==> src/rtl/baud_generator.sv <==
// baud_generator: programmable UART oversampling tick generator.
// Produces a one-cycle `tick` strobe every DIV clock cycles, where DIV is the
// rounded ratio CLK_FREQ / (OVERSAMPLE * baud) for the baud rate chosen by the
// 4-bit `baud_rate_sel` code. A change of code restarts the period from zero.
module baud_generator #(
  parameter int CLK_FREQ   = 100_000_000,
  parameter int OVERSAMPLE = 16,
  parameter int CNT_W      = 16
) (
  input  logic       clk,
  input  logic       reset,
  input  logic [3:0] baud_rate_sel,
  output logic       tick
);

  // Rounded divisor for a given baud rate, evaluated only on constants so no
  // divider hardware is ever built.
  function automatic int div_of(input int baud);
    return (CLK_FREQ + (OVERSAMPLE * baud) / 2) / (OVERSAMPLE * baud);
  endfunction

  // Terminal counts (DIV-1) for each supported rate.
  localparam logic [CNT_W-1:0] DIVM1_1200   = CNT_W'(div_of(1200)   - 1);
  localparam logic [CNT_W-1:0] DIVM1_2400   = CNT_W'(div_of(2400)   - 1);
  localparam logic [CNT_W-1:0] DIVM1_4800   = CNT_W'(div_of(4800)   - 1);
  localparam logic [CNT_W-1:0] DIVM1_9600   = CNT_W'(div_of(9600)   - 1);
  localparam logic [CNT_W-1:0] DIVM1_19200  = CNT_W'(div_of(19200)  - 1);
  localparam logic [CNT_W-1:0] DIVM1_38400  = CNT_W'(div_of(38400)  - 1);
  localparam logic [CNT_W-1:0] DIVM1_57600  = CNT_W'(div_of(57600)  - 1);
  localparam logic [CNT_W-1:0] DIVM1_115200 = CNT_W'(div_of(115200) - 1);
  localparam logic [CNT_W-1:0] DIVM1_230400 = CNT_W'(div_of(230400) - 1);
  localparam logic [CNT_W-1:0] DIVM1_460800 = CNT_W'(div_of(460800) - 1);
  localparam logic [CNT_W-1:0] DIVM1_921600 = CNT_W'(div_of(921600) - 1);

  logic [CNT_W-1:0] cnt_q, cnt_d;
  logic             tick_q, tick_d;
  logic [3:0]       sel_q, sel_d;
  logic [CNT_W-1:0] div_m1;
  logic             sel_changed;

  // Decode the select code into the terminal count; unused codes fall back
  // to 9600 baud.
  always_comb begin
    case (baud_rate_sel)
      4'd0:    div_m1 = DIVM1_1200;
      4'd1:    div_m1 = DIVM1_2400;
      4'd2:    div_m1 = DIVM1_4800;
      4'd3:    div_m1 = DIVM1_9600;
      4'd4:    div_m1 = DIVM1_19200;
      4'd5:    div_m1 = DIVM1_38400;
      4'd6:    div_m1 = DIVM1_57600;
      4'd7:    div_m1 = DIVM1_115200;
      4'd8:    div_m1 = DIVM1_230400;
      4'd9:    div_m1 = DIVM1_460800;
      4'd10:   div_m1 = DIVM1_921600;
      default: div_m1 = DIVM1_9600;
    endcase
  end

  // Next-state: restart on a rate change, otherwise count to DIV-1 and strobe.
  always_comb begin
    // NOTE: every output of this block gets a default first so no path can
    // leave a value unassigned and infer a latch.
    cnt_d       = cnt_q;
    tick_d      = 1'b0;
    sel_d       = sel_q;
    sel_changed = (baud_rate_sel != sel_q);
    if (sel_changed) begin
      cnt_d = '0;
      sel_d = baud_rate_sel;
    end else if (cnt_q >= div_m1) begin
      // >= rather than == so the counter can never run past the terminal
      // count and wrap through 2^CNT_W.
      cnt_d  = '0;
      tick_d = 1'b1;
    end else begin
      cnt_d = cnt_q + CNT_W'(1);
    end
  end

  // State registers with synchronous reset; the select is captured during
  // reset so the first period after release uses the selected rate directly.
  always_ff @(posedge clk) begin
    // NOTE: non-blocking assignments keep every flop sampling the pre-edge
    // values, independent of statement order.
    if (reset) begin
      cnt_q  <= '0;
      tick_q <= 1'b0;
      sel_q  <= baud_rate_sel;
    end else begin
      cnt_q  <= cnt_d;
      tick_q <= tick_d;
      sel_q  <= sel_d;
    end
  end

  assign tick = tick_q;

  // While the selection is stable the counter stays within the period.
  a_cnt_bound : assert property (@(posedge clk) disable iff (reset)
    (baud_rate_sel == sel_q) |-> (cnt_q <= div_m1));

endmodule

==> config.mk <==
export PLATFORM = sky130hd
export DESIGN_NAME = baud_generator
export DESIGN_NICKNAME = d
export VERILOG_FILES = /design/src/rtl/baud_generator.sv
export SDC_FILE = /design/constraint.sdc
export NUM_CORES = 1
export LEC_CHECK = 0
export BUFFER_PORTS_ARGS = -buffer_cell sky130_fd_sc_hd__clkbuf_2
export CAP_MARGIN = 5
export CELL_PAD_IN_SITES_DETAIL_PLACEMENT = 1
export CELL_PAD_IN_SITES_GLOBAL_PLACEMENT = 1
export CORE_UTILIZATION = 45
export CTS_CLUSTER_SIZE = 30
export DETAILED_ROUTE_END_ITERATION = 10
export PLACE_DENSITY = 0.84
export SYNTH_ARGS = -nofsm -noshare
export SYNTH_HDL_FRONTEND = slang
export SYNTH_SLANG_ARGS = --single-unit
==> constraint.sdc <==
create_clock -name clk -period 2.88 [get_ports clk]
set_input_delay 0.288 -clock clk [delete_from_list [all_inputs] [get_ports clk]]
set_output_delay 0.288 -clock clk [all_outputs]
set_load 0.005 [all_outputs]
; ---- Yosys cells after proc, flatten, opt, wreduce, memory -nomap -nowiden
; Memory sizes are Yosys's and may differ from the RTL's.
; Cells that the tools add are included.
[op_classes]
magnitude_cmp = 1
mux = 3
eq_ne = 1
n_reduce_logical = 3
addsub = 1
[op_table]
columns = op, count
row1 = $add 16x1->16 const B, 1
row2 = $ge 16x16->1, 1
row3 = $mux 4, 2
row4 = $ne 4x4->1, 1
row5 = $reduce_or 3->1, 1
row6 = $reduce_bool 2->1, 1
row7 = $reduce_or 2->1, 1
row8 = $mux 1, 1
[word_totals]
rom_bits = 208
inputBits = 6
mem_count = 1
ff_bits = 21
out_inout_bits = 1
[mem_list]
columns = memory, depth, width, read_ports, rd_ports_with_merged_regs, write_ports, line
row1 = (no name shown), 16, 13, 1, 0, 0, 44  ; case (baud_rate_sel)

; ---- Logic depth before layout (Yosys ltp)
; Gate-level depths: netlist of the first run.
[depth]
ltp_word = 3
ltp_mapped = 12
mapped_depth_nobuf = 11

; ---- Least setup slack after synthesis of the first run
; Ideal clock, no wire load.
[synth_timing]
path_type = input to register
start = in baud_rate_sel[3]
end = reg cnt_q[8]
slack_ns = 0.398
arrival_time_ns = 2.403
setup_ns = 0.079
required_ns = 2.801
cell_stages = 11
cell_sequence = clkbuf_1 clkinv_1 o21ai_0 o22ai_1 ha_1 nand2b_1 a2111oi_0 or4_4 nand3_2 buf_6 nor3_1
[synth_between]
elab_chain_len = 3
elab_cells_between_ends = 4
cone_classes = order compare: 1 / eq/ne: 1 / reduce/logical: 1 / memory: 1
[synth_rtl]
columns = element, line
row1 = start: declaration, 12  ; input logic [3:0] baud_rate_sel,
row2 = $mem_v2 16x13, n/a
row3 = $ge 16x16->1, 71  ; end else if (cnt_q >= div_m1) begin
row4 = $reduce_or 3->1 (no line) (*), n/a
row5 = end signal: assignment, 91  ; cnt_q <= cnt_d;
row6 = end: declaration, 35  ; logic [CNT_W-1:0] cnt_q, cnt_d;
; Mark *: on every way between the ends. The rest lies on a longest branch, timed or not.
; A chain may end at the register's enable or synchronous reset.

; ---- Worst setup path in the final report of the first run
[layout_timing]
start = in baud_rate_sel[1]
end = reg cnt_q[7]
; The elaborated chain is that of the path after synthesis.

==> flow_summary.ini, run 1 <==
[status]
outcome = complete, no violations

[synthesis]
yosys_warnings = 0
post-synth-top-area-cell = sky130_fd_sc_hd__dfxtp_1
syn-instance-count = 154
synth_seq_area_share_pct = 34.3
synth_top_cells_by_area = sky130_fd_sc_hd__dfxtp_1, sky130_fd_sc_hd__ha_1, sky130_fd_sc_hd__edfxtp_1
synth_top_area_share_pct = 25.3
synth.distinct_cells = 32
syn-mean-instance-area_um2 = 8.73
ffs_latches_synth = 21
syn_area_um2 = 1340

[worst_setup_path]
crit_path_frequent_cell = sky130_fd_sc_hd__ha_1
path_buf_inv = 2
max_stage_delay_cell_worst_path = sky130_fd_sc_hd__a2111oi_0
timing.critical_path.cells = clkbuf_2, inv_1, ha_1, o21ai_0, o22ai_1, ha_1, nand2b_1, a2111oi_0, or4_4, nand3_2, nor3_1
path_delay_family = simple AND/OR/NAND/NOR gates
critPathLaunchType = input pin
worstPathMaxFanout = 14
arrival_ns = 2.74
cp_data_required_time_ns = 3.10
timing.critical_path.slowest_cell_delay_ns = 0.46
timing.setup.critical_path_class = in2reg
crit_end_category = register

[clocking]
cts-resized-gates = 0
clock_tree_from_tritoncts = done
count_of_h_tree_levels_built_during_cts = 1
cts_hold_buf = 0
tritoncts.num_buffers = 3
post_cts_buffers = 0
clockBufferDepth = 2
clock-root-buffer = sky130_fd_sc_hd__clkbuf_4
clk_pin_slew_ns = 0.13
total_clock_sinks = 21
clock_latency_ns = 0.30

[global_routing]
groute.usage.overall_pct = 21.0
grt_pass1_vias = 1131
antenna_violations_before_repair = 0
grt_pass1_wl_um = 5170
gr-total-overflow = 0
grt_start_max_net_pins = 20

[placement]
port_buffers = 6
place.detailed.hpwl_um = 2310
routabilityCongestion = 0.788
place_area_um2 = 1410

[cells_and_area]
final_core_utilization_pct = 51.5
insertedDiodeCount = 0
area_growth_syn_to_fin_pct = 6.52
final_cell_area_um2 = 1430
layout_common_cells = sky130_fd_sc_hd__ha_1, sky130_fd_sc_hd__dfxtp_1, sky130_fd_sc_hd__nor3_1
nets = 188
final_common_cell = sky130_fd_sc_hd__ha_1
final_layout_size_suffix_gt1_share_pct = 8.64

[detailed_routing]
drt-wirelength-per-cell_um = 15.4
wirelength_um = 2960
ant_nets = 0
avgViaCountPerCell = 5.72
dr.first_iter.drc_count = 26
routed-via-count = 1104
drtPass1Iterations = 4
post-route-drc-count = 0

[timing]
final_min_period_over_clock_period_pct = 87.4
grt_setup_unrepaired = false
max_clock_freq_ghz = 0.397
finalClockSkew_ns = 0.00896
totalNegativeSetupSlack_ns = 0
final-setup-viol-count = 0
period_minus_slack_ns = 2.52
finalMaxSlewViolations = 0
hold_violations_final = 0

[floorplanning]
io_pins = 7
starting_density_of_the_core_pct = 48.3
area_of_the_die_um2 = 3210
core_um2 = 2780
die_h_um = 56.6
die-width_um = 56.6
placement_rows = 19

[pwr]
power_density_nw_per_um2 = 371
vdd_ir_drop_max_mv = 0.253
power.static_leakage_uw = 0.000581
report.power.total_uw = 531

[worst_hold_path]
holdCritPathClass = in2reg

[run]
maxCapViolCount = 0
==> power by group <==
part / leakage (uW) / switching, uW / internal [uW]
Sequential: 0.000180 / 2.25 / 305
Clock: 0.0000150 / 91.1 / 53.9
Combinational: 0.000387 / 47.5 / 31.0
==> through the flow <==
step           hold WS (ns)  setup WS, ns  instances
3_3_place_gp          0.473         0.117        189
5_1_grt               0.299         0.101        193
3_5_place_dp          0.478        0.0143        189
4_1_cts               0.288         0.355        193
2_1_floorplan         0.387         0.398        155
6_report              0.296         0.363        193
==> Yosys cell counts (all sizes together) <==
master	instances
o31ai	1
clkinv	1
conb	1
o21ai	3
ha	19
nand2	15
nand3	7
nor2	13
nor3	16
xnor2	8
or4	1
and3	2
a21o	1
clkbuf	4
o22a	1
edfxtp	4
o22ai	3
buf	1
a21oi	7
a221oi	1
dfxtp	17
or3	2
a31oi	2
and4	1
nand4	4
o21a	1
mux2	1
inv	6
nand2b	2
xor2	8
a2111oi	1
==> worst paths after layout <==
path | from | endpoint | slack (ns) | cells past startpoint
worst min register to register | cnt_q[0] | cnt_q[0] | 0.49 | 1
worst max register to register | cnt_q[0] | cnt_q[7] | 0.73 | 7
worst max-delay path | baud_rate_sel[1] | cnt_q[7] | 0.36 | 11
worst min-delay path | baud_rate_sel[1] | sel_q[1] | 0.30 | 1
==> sequential cells by signal, indices dropped and copies added, names as in the netlist <==
register and flops:
cnt_q 16, sel_q 4, tick 1
==> cells by family after synthesis <==
| logic type | share of synthesized area [%] |
|---|---|
| AND/OR/NAND/NOR | 22.9 |
| AO/OA/AOI/OAI | 9.68 |
| flip-flops | 34.3 |
| adder cells (fa/ha/maj) | 17.7 |
| XOR/XNOR | 10.4 |
| buffers and inverters | 3.91 |
| other | 0.279 |
| multiplexers | 0.838 |
==> metal layers <==
metal	vias up	global-route usage (%)	routed length, um
met5	-	0	0
met4	0	6.27	23
met3	2	2.07	66
met2	11	36.1	1540
met1	533	27.6	1330
li1	558	-	-
==> cell type report <==
cell class	instances	area, um^2
Clock buffer	4	26.3
Fill cell	334	1350
Inverter	7	26.3
Multi-Input combinational cell	122	835
Sequential cell	21	460
Tap cell	31	38.8
Timing Repair Buffer	8	45.0
(Power assumes the default switching activity.)
==> run 2, diff against run 1 <==
--- a/config.mk
+++ b/config.mk
@@ -6,10 +6,10 @@
 export NUM_CORES = 1
 export LEC_CHECK = 0
 export BUFFER_PORTS_ARGS = -buffer_cell sky130_fd_sc_hd__clkbuf_2
-export CAP_MARGIN = 5
 export CELL_PAD_IN_SITES_DETAIL_PLACEMENT = 1
 export CELL_PAD_IN_SITES_GLOBAL_PLACEMENT = 1
 export CORE_UTILIZATION = 45
+export CTS_BUF_LIST = sky130_fd_sc_hd__clkbuf_4
 export CTS_CLUSTER_SIZE = 30
 export DETAILED_ROUTE_END_ITERATION = 10
 export PLACE_DENSITY = 0.84
==> flow_summary.ini, run 2 (synthesis results as in run 1) <==
[floorplanning]
placement_rows = 19
core_um2 = 2780
area_of_the_die_um2 = 3210
io_pins = 7
die_h_um = 56.6
die-width_um = 56.6
starting_density_of_the_core_pct = 48.3

[global_routing]
grtUsageMet2_pct = 35.8
gr-total-overflow = 0
antenna_violations_before_repair = 0
grt_start_max_net_pins = 20
groute.layer.met1.usage_pct = 27.8
met3_usage_pct = 2.07
grt_pass1_wl_um = 5180
grt_pass1_vias = 1126
global_route.peak_usage_layer = met2
groute.usage.overall_pct = 21.0

[run]
maxCapViolCount = 0

[cells_and_area]
final_layout_size_suffix_gt1_share_pct = 9.26
registers.top_by_ff_count = cnt_q
final_core_utilization_pct = 51.6
layout_common_cells = sky130_fd_sc_hd__ha_1, sky130_fd_sc_hd__dfxtp_1, sky130_fd_sc_hd__nor3_1
largest_reg_flops = 16
insertedDiodeCount = 0
area_growth_syn_to_fin_pct = 6.80
area.sequential_um2 = 460
layout.filler_cells = 332
area_occupied_by_multi_input_gates_um2 = 835
final_common_cell = sky130_fd_sc_hd__ha_1
final_cell_area_um2 = 1440
nets = 188

[clocking]
clock-root-buffer = sky130_fd_sc_hd__clkbuf_4
cts-resized-gates = 0
post_cts_buffers = 0
tritoncts.num_buffers = 3
cts_hold_buf = 0
total_clock_sinks = 21
count_of_h_tree_levels_built_during_cts = 1
clk_pin_slew_ns = 0.12
clockBufferDepth = 2
clock_tree_from_tritoncts = done
clock_latency_ns = 0.30

[pwr]
power_density_nw_per_um2 = 377
vdd_ir_drop_max_mv = 0.255
power.static_leakage_uw = 0.000585

[worst_setup_path]
crit_end_category = register
timing.setup.critical_path_class = in2reg
path_delay_family = simple AND/OR/NAND/NOR gates
timing.critical_path.slowest_cell_delay_ns = 0.46
crit_path_frequent_cell = sky130_fd_sc_hd__ha_1
path_buf_inv = 2
worstPathMaxFanout = 14
cp_data_required_time_ns = 3.10
max_stage_delay_cell_worst_path = sky130_fd_sc_hd__a2111oi_0
timing.critical_path.cells = clkbuf_2, inv_1, ha_1, o21ai_0, o22ai_1, ha_1, nand2b_1, a2111oi_0, or4_4, nand3_2, nor3_1
arrival_ns = 2.74
critPathLaunchType = input pin

[timing]
finalClockSkew_ns = 0.00731
final-setup-viol-count = 0
period_minus_slack_ns = 2.52
finalMaxSlewViolations = 0
grt_setup_unrepaired = false
hold_violations_final = 0
final.hold.worst_slack_ns = 0.295
totalNegativeSetupSlack_ns = 0
max_clock_freq_ghz = 0.398
final_min_period_over_clock_period_pct = 87.3

[placement]
place.detailed.hpwl_um = 2310
port_buffers = 6
routabilityCongestion = 0.788
place_area_um2 = 1410

[detailed_routing]
drt-wirelength-per-cell_um = 15.4
wirelength_um = 2960
dr.first_iter.drc_count = 20
post-route-drc-count = 0
avgViaCountPerCell = 5.72
ant_nets = 0
drtPass1Iterations = 4
routed-via-count = 1103

[worst_hold_path]
holdCritPathClass = in2reg

[status]
outcome = complete, no violations
## run 2: power breakdown
part | switching [uW] | internal [uW]
Sequential | 2.25 | 305
Clock | 91.9 | 63.3
Combinational | 47.4 | 31.0
Total | 142 | 400
## run 2: cell type report
| cell class | count | area share (%) |
|---|---|---|
| clock buffers | 4 | 2.09 |
| inverters | 7 | 1.83 |
| multi-input cells | 122 | 58.2 |
| flip-flops and latches | 21 | 32.1 |
| well taps | 31 | 2.70 |
| repair buffers | 8 | 3.14 |
## run 2: per-stage QoR
step | worst slack, ns | power [uW] | std cells
after floorplan | 0.398 | 370 | 155
after global placement | 0.117 | 389 | 189
after detailed placement | 0.0143 | 392 | 189
after CTS | 0.355 | 545 | 193
after global routing | 0.102 | 566 | 193
final | 0.365 | 541 | 193
## run 2: path summary, 6_finish.rpt
kind	from	to	slack (ns)	cells past startpoint
worst min register to register	cnt_q[0]	cnt_q[0]	0.49	1
worst min-delay path	baud_rate_sel[1]	sel_q[1]	0.30	1
worst max register to register	cnt_q[0]	cnt_q[7]	0.73	7
worst max-delay path	baud_rate_sel[1]	cnt_q[7]	0.36	11
## run 2: worst register-to-register path: stages, from the launching register on
cell,delay (ns)
sky130_fd_sc_hd__dfxtp_1,0.39
sky130_fd_sc_hd__inv_1,0.07
sky130_fd_sc_hd__ha_1,0.28
sky130_fd_sc_hd__nand2b_1,0.13
sky130_fd_sc_hd__a2111oi_0,0.46
sky130_fd_sc_hd__or4_4,0.23
sky130_fd_sc_hd__nand3_2,0.25
sky130_fd_sc_hd__nor3_1,0.26
## run 2: routing by layer
layer	vias to the layer above	part of all wire, %
li1	558	-
met1	528	45
met2	15	51
met3	2	3.2
met4	0	0.78
met5	-	0
==> run 3, diff against run 2 <==
--- a/config.mk
+++ b/config.mk
@@ -8,11 +8,11 @@
 export BUFFER_PORTS_ARGS = -buffer_cell sky130_fd_sc_hd__clkbuf_2
 export CELL_PAD_IN_SITES_DETAIL_PLACEMENT = 1
 export CELL_PAD_IN_SITES_GLOBAL_PLACEMENT = 1
-export CORE_UTILIZATION = 45
+export CORE_UTILIZATION = 48
 export CTS_BUF_LIST = sky130_fd_sc_hd__clkbuf_4
 export CTS_CLUSTER_SIZE = 30
 export DETAILED_ROUTE_END_ITERATION = 10
-export PLACE_DENSITY = 0.84
+export PLACE_DENSITY = 0.88
 export SYNTH_ARGS = -nofsm -noshare
 export SYNTH_HDL_FRONTEND = slang
 export SYNTH_SLANG_ARGS = --single-unit
==> flow_summary.ini, run 3 (synthesis results as in run 1) <==
[worst_setup_path]
timing.setup.critical_path_class = in2reg
cp_data_required_time_ns = 3.10
critPathLaunchType = input pin
crit_end_category = register
worstPathMaxFanout = 14
r2r_slack_ns = 0.65
arrival_ns = 2.85

[global_routing]
gr-total-overflow = 0
grt_start_max_net_pins = 20
groute.usage.overall_pct = 24.8
grt_pass1_vias = 1147
grt_pass1_wl_um = 5220
antenna_violations_before_repair = 0

[timing]
finalClockSkew_ns = 0.00336
setup_ws_ns = 0.258
final_min_period_over_clock_period_pct = 91.0
final-setup-viol-count = 0
slew_headroom_pct = 64.2
hold_violations_final = 0
grt_setup_unrepaired = false
final.hold.worst_slack_ns = 0.289
finalMaxSlewViolations = 0
period_minus_slack_ns = 2.62
max_clock_freq_ghz = 0.381
max_slew.worst_pin.slew_ns = 0.523

[floorplanning]
die-width_um = 54.9
area_of_the_die_um2 = 3020
core_um2 = 2570
io_pins = 7
die_h_um = 54.9
starting_density_of_the_core_pct = 52.3
placement_rows = 18

[placement]
routabilityCongestion = 0.803
placedCellCount = 188
port_buffers = 6
place.detailed.hpwl_um = 2420
place_ws_ns = -0.0718

[pwr]
power.static_leakage_uw = 0.000585
vdd_ir_drop_max_mv = 0.221
power_density_nw_per_um2 = 374

[detailed_routing]
post-route-drc-count = 0
routed-via-count = 1125
ant_nets = 0
avgViaCountPerCell = 5.86
drtPass1Iterations = 7
drt-wirelength-per-cell_um = 16.1
wirelength_um = 3090
dr.first_iter.drc_count = 15

[cells_and_area]
area_growth_syn_to_fin_pct = 6.70
insertedDiodeCount = 0
registers.top_by_ff_count = cnt_q
final_common_cell = sky130_fd_sc_hd__ha_1
nets = 188
largest_reg_flops = 16
layout_common_cells = sky130_fd_sc_hd__ha_1, sky130_fd_sc_hd__dfxtp_1, sky130_fd_sc_hd__nor3_1
final_layout_size_suffix_gt1_share_pct = 9.26
instances_no_fill = 192

[clocking]
clock_latency_ns = 0.30
clk_pin_slew_ns = 0.11
post_cts_buffers = 0
count_of_h_tree_levels_built_during_cts = 1
clock_tree_from_tritoncts = done
tritoncts.num_buffers = 3
cts-resized-gates = 0
clock-root-buffer = sky130_fd_sc_hd__clkbuf_4
clockBufferDepth = 2
total_clock_sinks = 21
cts_hold_buf = 0

[worst_hold_path]
holdCritPathClass = in2reg

[run]
maxCapViolCount = 0

[status]
outcome = complete, no violations
[run 3: stage by stage]
stage               util [%]  area, um^2  setup TNS (ns)  total power [uW]
finish                  55.8        1430               0               537
global route            55.8        1430               0               569
CTS                     55.8        1430               0               544
detailed placement      54.7        1400          -0.440               393
global placement        54.7        1400               0               388
floorplan                  -        1350               0               370
[run 3: worst max-delay path: stages]
cell and delay, ns:
sky130_fd_sc_hd__clkbuf_2 0.17, sky130_fd_sc_hd__inv_1 0.09, sky130_fd_sc_hd__ha_1 0.28, sky130_fd_sc_hd__o21ai_0 0.20, sky130_fd_sc_hd__o22ai_1 0.12, sky130_fd_sc_hd__ha_1 0.28
sky130_fd_sc_hd__nand2b_1 0.13, sky130_fd_sc_hd__a2111oi_0 0.53, sky130_fd_sc_hd__or4_4 0.25, sky130_fd_sc_hd__nand3_2 0.24, sky130_fd_sc_hd__nor3_1 0.27
[run 3: cell type report]
class                           instances  area (um^2)
Clock buffer                            4         30.0
Fill cell                             320         1130
Inverter                                7         26.3
Multi-Input combinational cell        122          835
Sequential cell                        21          460
Tap cell                               30         37.5
Timing Repair Buffer                    8         45.0
[run 3: power breakdown]
group          leakage [uW]  internal (uW)  switching (uW)
clock network     0.0000184           63.4            86.7
registers          0.000180            305            2.40
logic              0.000387           31.0            47.7
[run 3: metal layers]
metal | GRT usage, % | vias up | wire [um]
li1 | - | 557 | -
met1 | 29.9 | 554 | 1390
met2 | 44.6 | 10 | 1620
met3 | 4.37 | 4 | 57
met4 | 7.08 | 0 | 27
met5 | 0 | - | 0
[run 3: worst paths after layout]
check,start,to,cells past startpoint
max,baud_rate_sel[1],cnt_q[13],11
min,baud_rate_sel[0],sel_q[0],1
max reg2reg,cnt_q[0],cnt_q[13],7
min reg2reg,cnt_q[0],cnt_q[0],1
